--- src/rtl/hs_ser_sched.sv ---
// Job scheduler for the SER engine: 4-deep job FIFO, launch/run/result FSM
// with a RUN watchdog, and a two-way round-robin DIRAM read arbiter.
module hs_ser_sched #(
  parameter int WDOG_MAX = 1023
) (
  input  logic        clk,
  input  logic        rst,
  input  logic        job_valid,
  output logic        job_ready,
  input  logic [1:0]  job_mode,
  input  logic [1:0]  job_tag,
  input  logic [8:0]  job_base_sys,
  input  logic [28:0] job_dec_bits,
  input  logic [15:0] job_ue_mask,
  output logic        ser_start,
  output logic [1:0]  ser_hs_mode,
  output logic [5:0]  ser_codeblk_size_p7,
  output logic [8:0]  ser_base_sys,
  output logic [28:0] ser_dec_bits,
  output logic [15:0] ser_ue_mask,
  input  logic        ser_done,
  input  logic [6:0]  ser_acc,
  output logic        res_valid,
  input  logic        res_ready,
  output logic [1:0]  res_tag,
  output logic [1:0]  res_mode,
  output logic [6:0]  res_ser,
  output logic        res_err,
  input  logic        ser_rd_req,
  input  logic [8:0]  ser_raddr,
  output logic        ser_rd_ack,
  input  logic        ext_rd_req,
  input  logic [8:0]  ext_raddr,
  output logic        ext_rd_ack,
  output logic        diram_rd_req,
  output logic [8:0]  diram_raddr,
  input  logic        diram_rd_ack
);

  localparam int WW = $clog2(WDOG_MAX + 1);

  typedef struct packed {
    logic [1:0]  mode;
    logic [1:0]  tag;
    logic [8:0]  base;
    logic [28:0] dec;
    logic [15:0] ue;
  } job_t;

  typedef enum logic [1:0] {S_IDLE, S_LAUNCH, S_RUN, S_RESULT} state_t;

  // ---------------- job FIFO ----------------
  job_t       fifo_q [4];
  logic [1:0] wr_ptr_q, rd_ptr_q;
  logic [2:0] cnt_q;
  logic       push, pop;
  job_t       head;

  assign job_ready = ~rst & (cnt_q != 3'd4);
  assign push      = job_valid & job_ready;
  assign head      = fifo_q[rd_ptr_q];

  always_ff @(posedge clk) begin
    if (push) fifo_q[wr_ptr_q] <= '{job_mode, job_tag, job_base_sys, job_dec_bits, job_ue_mask};
  end

  always_ff @(posedge clk or posedge rst) begin
    if (rst) begin
      wr_ptr_q <= '0;
      rd_ptr_q <= '0;
      cnt_q    <= '0;
    end else begin
      if (push) wr_ptr_q <= wr_ptr_q + 2'd1;
      if (pop)  rd_ptr_q <= rd_ptr_q + 2'd1;
      case ({push, pop})
        2'b10:   cnt_q <= cnt_q + 3'd1;
        2'b01:   cnt_q <= cnt_q - 3'd1;
        default: cnt_q <= cnt_q;
      endcase
    end
  end

  // ---------------- job FSM ----------------
  state_t        state_q, state_d;
  job_t          cfg_q, cfg_d;
  logic [WW-1:0] wdog_q, wdog_d;
  logic [6:0]    res_ser_q, res_ser_d;
  logic          res_err_q, res_err_d;
  logic [1:0]    res_tag_q, res_tag_d;
  logic [1:0]    res_mode_q, res_mode_d;

  always_comb begin
    state_d    = state_q;
    cfg_d      = cfg_q;
    wdog_d     = wdog_q;
    res_ser_d  = res_ser_q;
    res_err_d  = res_err_q;
    res_tag_d  = res_tag_q;
    res_mode_d = res_mode_q;
    pop        = 1'b0;
    case (state_q)
      S_IDLE: begin
        if (cnt_q != 3'd0) begin
          pop   = 1'b1;
          cfg_d = head;
          if (head.mode == 2'b11) begin
            res_ser_d  = 7'd0;
            res_err_d  = 1'b1;
            res_tag_d  = head.tag;
            res_mode_d = head.mode;
            state_d    = S_RESULT;
          end else begin
            state_d = S_LAUNCH;
          end
        end
      end
      S_LAUNCH: begin
        wdog_d  = '0;
        state_d = S_RUN;
      end
      S_RUN: begin
        res_tag_d  = cfg_q.tag;
        res_mode_d = cfg_q.mode;
        // done wins over a timeout landing on the same cycle
        if (ser_done) begin
          res_ser_d = ser_acc;
          res_err_d = 1'b0;
          state_d   = S_RESULT;
        end else if (wdog_q == WW'(WDOG_MAX - 1)) begin
          res_ser_d = 7'h7F;
          res_err_d = 1'b1;
          state_d   = S_RESULT;
        end else begin
          wdog_d = wdog_q + 1'b1;
        end
      end
      S_RESULT: begin
        if (res_ready) state_d = S_IDLE;
      end
      default: state_d = S_IDLE;
    endcase
  end

  always_ff @(posedge clk or posedge rst) begin
    if (rst) begin
      state_q    <= S_IDLE;
      cfg_q      <= '0;
      wdog_q     <= '0;
      res_ser_q  <= '0;
      res_err_q  <= 1'b0;
      res_tag_q  <= '0;
      res_mode_q <= '0;
    end else begin
      state_q    <= state_d;
      cfg_q      <= cfg_d;
      wdog_q     <= wdog_d;
      res_ser_q  <= res_ser_d;
      res_err_q  <= res_err_d;
      res_tag_q  <= res_tag_d;
      res_mode_q <= res_mode_d;
    end
  end

  always_comb begin
    case (cfg_q.mode)
      2'b00:   ser_codeblk_size_p7 = 6'd15;
      2'b01:   ser_codeblk_size_p7 = 6'd36;
      2'b10:   ser_codeblk_size_p7 = 6'd29;
      default: ser_codeblk_size_p7 = 6'd0;
    endcase
  end

  assign ser_start    = (state_q == S_LAUNCH);
  assign ser_hs_mode  = cfg_q.mode;
  assign ser_base_sys = cfg_q.base;
  assign ser_dec_bits = cfg_q.dec;
  assign ser_ue_mask  = cfg_q.ue;
  assign res_valid    = (state_q == S_RESULT);
  assign res_tag      = res_tag_q;
  assign res_mode     = res_mode_q;
  assign res_ser      = res_ser_q;
  assign res_err      = res_err_q;

  // ---------------- DIRAM arbiter ----------------
  // own/last: 0 = ser, 1 = ext; last resets to ext so ser wins first contention
  logic lock_q, own_q, last_q;
  logic any_req, own_nxt;

  assign any_req = ser_rd_req | ext_rd_req;

  always_comb begin
    own_nxt = 1'b0;
    if (ser_rd_req && ext_rd_req) own_nxt = ~last_q;
    else if (ext_rd_req)          own_nxt = 1'b1;
  end

  always_ff @(posedge clk or posedge rst) begin
    if (rst) begin
      lock_q <= 1'b0;
      own_q  <= 1'b0;
      last_q <= 1'b1;
    end else if (!lock_q) begin
      if (any_req) begin
        lock_q <= 1'b1;
        own_q  <= own_nxt;
        last_q <= own_nxt;
      end
    end else if (diram_rd_ack) begin
      lock_q <= 1'b0;
    end
  end

  assign diram_rd_req = lock_q & (own_q ? ext_rd_req : ser_rd_req);
  assign diram_raddr  = lock_q ? (own_q ? ext_raddr : ser_raddr) : 9'd0;
  assign ser_rd_ack   = lock_q & ~own_q & diram_rd_ack;
  assign ext_rd_ack   = lock_q &  own_q & diram_rd_ack;

endmodule
--- config.mk ---
export PLATFORM = sky130hd
export DESIGN_NAME = hs_ser_sched
export DESIGN_NICKNAME = d
export VERILOG_FILES = /design/src/rtl/hs_ser_sched.sv
export SDC_FILE = /design/constraint.sdc
export NUM_CORES = 1
export LEC_CHECK = 0
export ABC_CLOCK_PERIOD_IN_PS = 5100
export CAP_MARGIN = 30
export CORE_MARGIN = 5
export CORE_UTILIZATION = 35
export DETAILED_ROUTE_END_ITERATION = 7
export PLACE_DENSITY = 0.61
export SETUP_SLACK_MARGIN = 0.2
export SLEW_MARGIN = 10
export SYNTH_ARGS = -nofsm -noshare
export SYNTH_HDL_FRONTEND = slang
export SYNTH_SLANG_ARGS = --single-unit
--- constraint.sdc ---
create_clock -name clk -period 5.1 [get_ports clk]
set_input_delay 1.02 -clock clk [delete_from_list [all_inputs] [get_ports clk]]
set_output_delay 1.02 -clock clk [all_outputs]
set_load 0.02 [all_outputs]
==> out/results.tsv <==
metric	value	unit
rsz0062_at_grt	no	
regArea	9280	µm²
fin_util	44.0	%
critPathLaunchType	primary input	
clk_latency	510	ps
gp_congestion	0.731	
dieWidth	203	µm
path_cells	clkdlybuf4s50_1, a31oi_1, clkdlybuf4s50_1	
power_density	573	nW/µm²
vdd_ir_drop_max	273	µV
layout_min_cycle_time	3690	ps
worstPathRequired	4080	ps
ios	180	
nFillCells	3293	
initial_utilization	35.5	%
fin_skew	21.2	ps
diodes	0	
antenna_found_initial	1	
drtIter0Drc	343	
cp-end-kind	output pin	
num_vias	7035	
clkSinkCount	324	
critPathLaunch	rst	
synthesis.nets	921	
rows	70	
synth_seq_cells	324	
wl	27600	µm
tritoncts	yes	
period_share	72.3	%
port-buffer-count	179	
postRouteAntennaNets	0	
synthTopCellsByCount	edfxtp_1 (232), nand2_1 (186), dfrtp_1 (91)	
yosysTopAreaCell	edfxtp_1	
cts_resized	0	
path_class	primary input to output pin	
synth_flop_cell	edfxtp_1	
final_nets	1060	
leakage	5.99	nW
tightestPinTransition	774	ps
grt_pass1_wl	43300	µm
async_reset_ff_share	28.4	%
ctsHoldBuffers	0	
synth_top_area_share	53.5	%
crit_family	buffers and inverters	
multiInputGateArea	3150	µm²
grt_pass1_vias	7371	
numCtsBuffers	36	
root_buffer	clkbuf_16	
clk_pin_slew	60	ps
ys_warn_count	0	
critPathArrivalTime	2670	ps
clockBufferDepth	3	
min_path_type	register to register	
synth_area	13000	µm²
min_from	ser_dec_bits[18]$_DFFE_PP0P_	
grt_start_max_net_pins	59	
grt_overflow	0	
die_h	203	µm
synth-edff-count	232	
seq_area_frac_synth	71.1	%
path_buf_inv	2	
drv_cap	0	
fmax	0.271	GHz
htreeDepth	2	
synth.top_cells.by_area	edfxtp_1 (53%), dfrtp_1 (17%), mux4_2 (10%)	
firstDrtPassIters	4	
core_area	36700	µm²
area_growth	24.0	%
grt_usage	13.3	%
hpwl	17000	µm
drive_gt1_share	14.3	%
synth_cell_types	49	
post_cts_buffers	0	
drt_drc_violations_left	0	
cp_slowest_cell	clkdlybuf4s50_1	
crit_fanout	6	
avgSynthCellArea	16.0	µm²
setup_viol	0	
hold_violations	0	
netlist_instances	817	
fin_tns_setup	0	ps
cp_common_cell	clkdlybuf4s50_1	
drv_slew	0	
outcome	finished, final reports clean	
max_stage_delay	720	ps
r2r_start	cnt_q[0]$_DFFE_PP0P_	
wl_per_cell	19.0	µm
synth_most_common_cell	edfxtp_1	
routed_via_density	4.85	
dieArea	41200	µm²
slew_headroom	48.4	%
[tightest hold or removal path, stage by stage, from the launching register on]
cell,delay (ps)
dfrtp_1,340
nand2_1,50
nand2_1,50
[kinds of logic after synthesis]
kind of cell    count (synthesis)  share of synthesized area, %
simple gates                  250                          8.31
flops                         324                          71.1
compound gates                 44                          2.75
buf+inv                       106                          4.84
fa+ha+maj                      13                          1.31
mux                            74                          11.3
xor+xnor                        6                         0.403
[power breakdown]
| group | switching (mW) | total [mW] | internal [mW] | leakage [nW] |
|---|---|---|---|---|
| sequential | 0.324 | 3.70 | 3.38 | 3.25 |
| clock | 1.02 | 2.47 | 1.45 | 0.560 |
| combinational | 1.67 | 3.09 | 1.41 | 2.18 |
[metrics by stage]
stage / instance area, µm² / hold WS (ps) / power, mW / instances / setup slack (ps)
final: 16200 / 470 / 9.26 / 1451 / 1410
after global routing: 16200 / 497 / 9.82 / 1451 / 1320
after floorplan: 13000 / 445 / 5.95 / 817 / 1620
after detailed placement: 15000 / 461 / 6.94 / 1386 / 1420
after global placement: 14900 / 457 / 6.87 / 1382 / 1420
after CTS: 16200 / 476 / 9.45 / 1451 / 1420
[metal layers]
| layer | wire length [µm] | vias to the layer above | global-route usage, % |
|---|---|---|---|
| li1 | - | 3224 | - |
| met1 | 12600 | 3600 | 18.5 |
| met2 | 13000 | 172 | 21.4 |
| met3 | 1570 | 37 | 3.10 |
| met4 | 415 | 2 | 3.08 |
| met5 | 13 | - | 0 |
[final timing paths]
kind                                                     end  slack, ps  cells past startpoint
worst max-delay path                               job_ready       1410                      3
worst min-delay path            ser_dec_bits[18]$_DFFE_PP0P_        470                      2
worst max register to register          cnt_q[2]$_DFFE_PP0P_       1980                     10
worst min register to register  ser_dec_bits[18]$_DFFE_PP0P_        470                      2
max in group asynchronous       ser_dec_bits[13]$_DFFE_PP0P_       3250                      3
min in group asynchronous        ser_dec_bits[2]$_DFFE_PP0P_        990                      2
[cell usage in the layout (no fill, tap or decap), types with 12 or more instances in the layout]
cell / netlist / final
edfxtp_1: 232 / 232
clkbuf_16: 0 / 37
nand2_1: 186 / 186
mux2i_1: 15 / 15
inv_1: 16 / 15
ha_1: 12 / 12
clkdlybuf4s50_1: 0 / 179
nand2b_1: 14 / 13
mux4_2: 58 / 58
dfrtp_1: 91 / 89
nor2b_1: 13 / 13
[cell type report]
class,count,share of cell area (%)
clock buffers,48,6.23
multi-input cells,387,19.5
repair buffers,189,12.0
well taps,468,3.62
flip-flops and latches,324,57.4
clock inverters,17,0.836
inverters,18,0.434
[sequential cells by signal, summed over array words and instances, names as in the netlist, 2 cells and up]
register / flops
ser_dec_bits: 29
res_tag: 2
ser_ue_mask: 16
ser_base_sys: 9
res_ser: 7
wr_ptr_q: 2
state_q: 2
rd_ptr_q: 2
res_mode: 2
ser_hs_mode: 2
wdog_q: 10
fifo_q: 232
cnt_q: 3
cfg_q: 2
(Power assumes the default switching activity.)
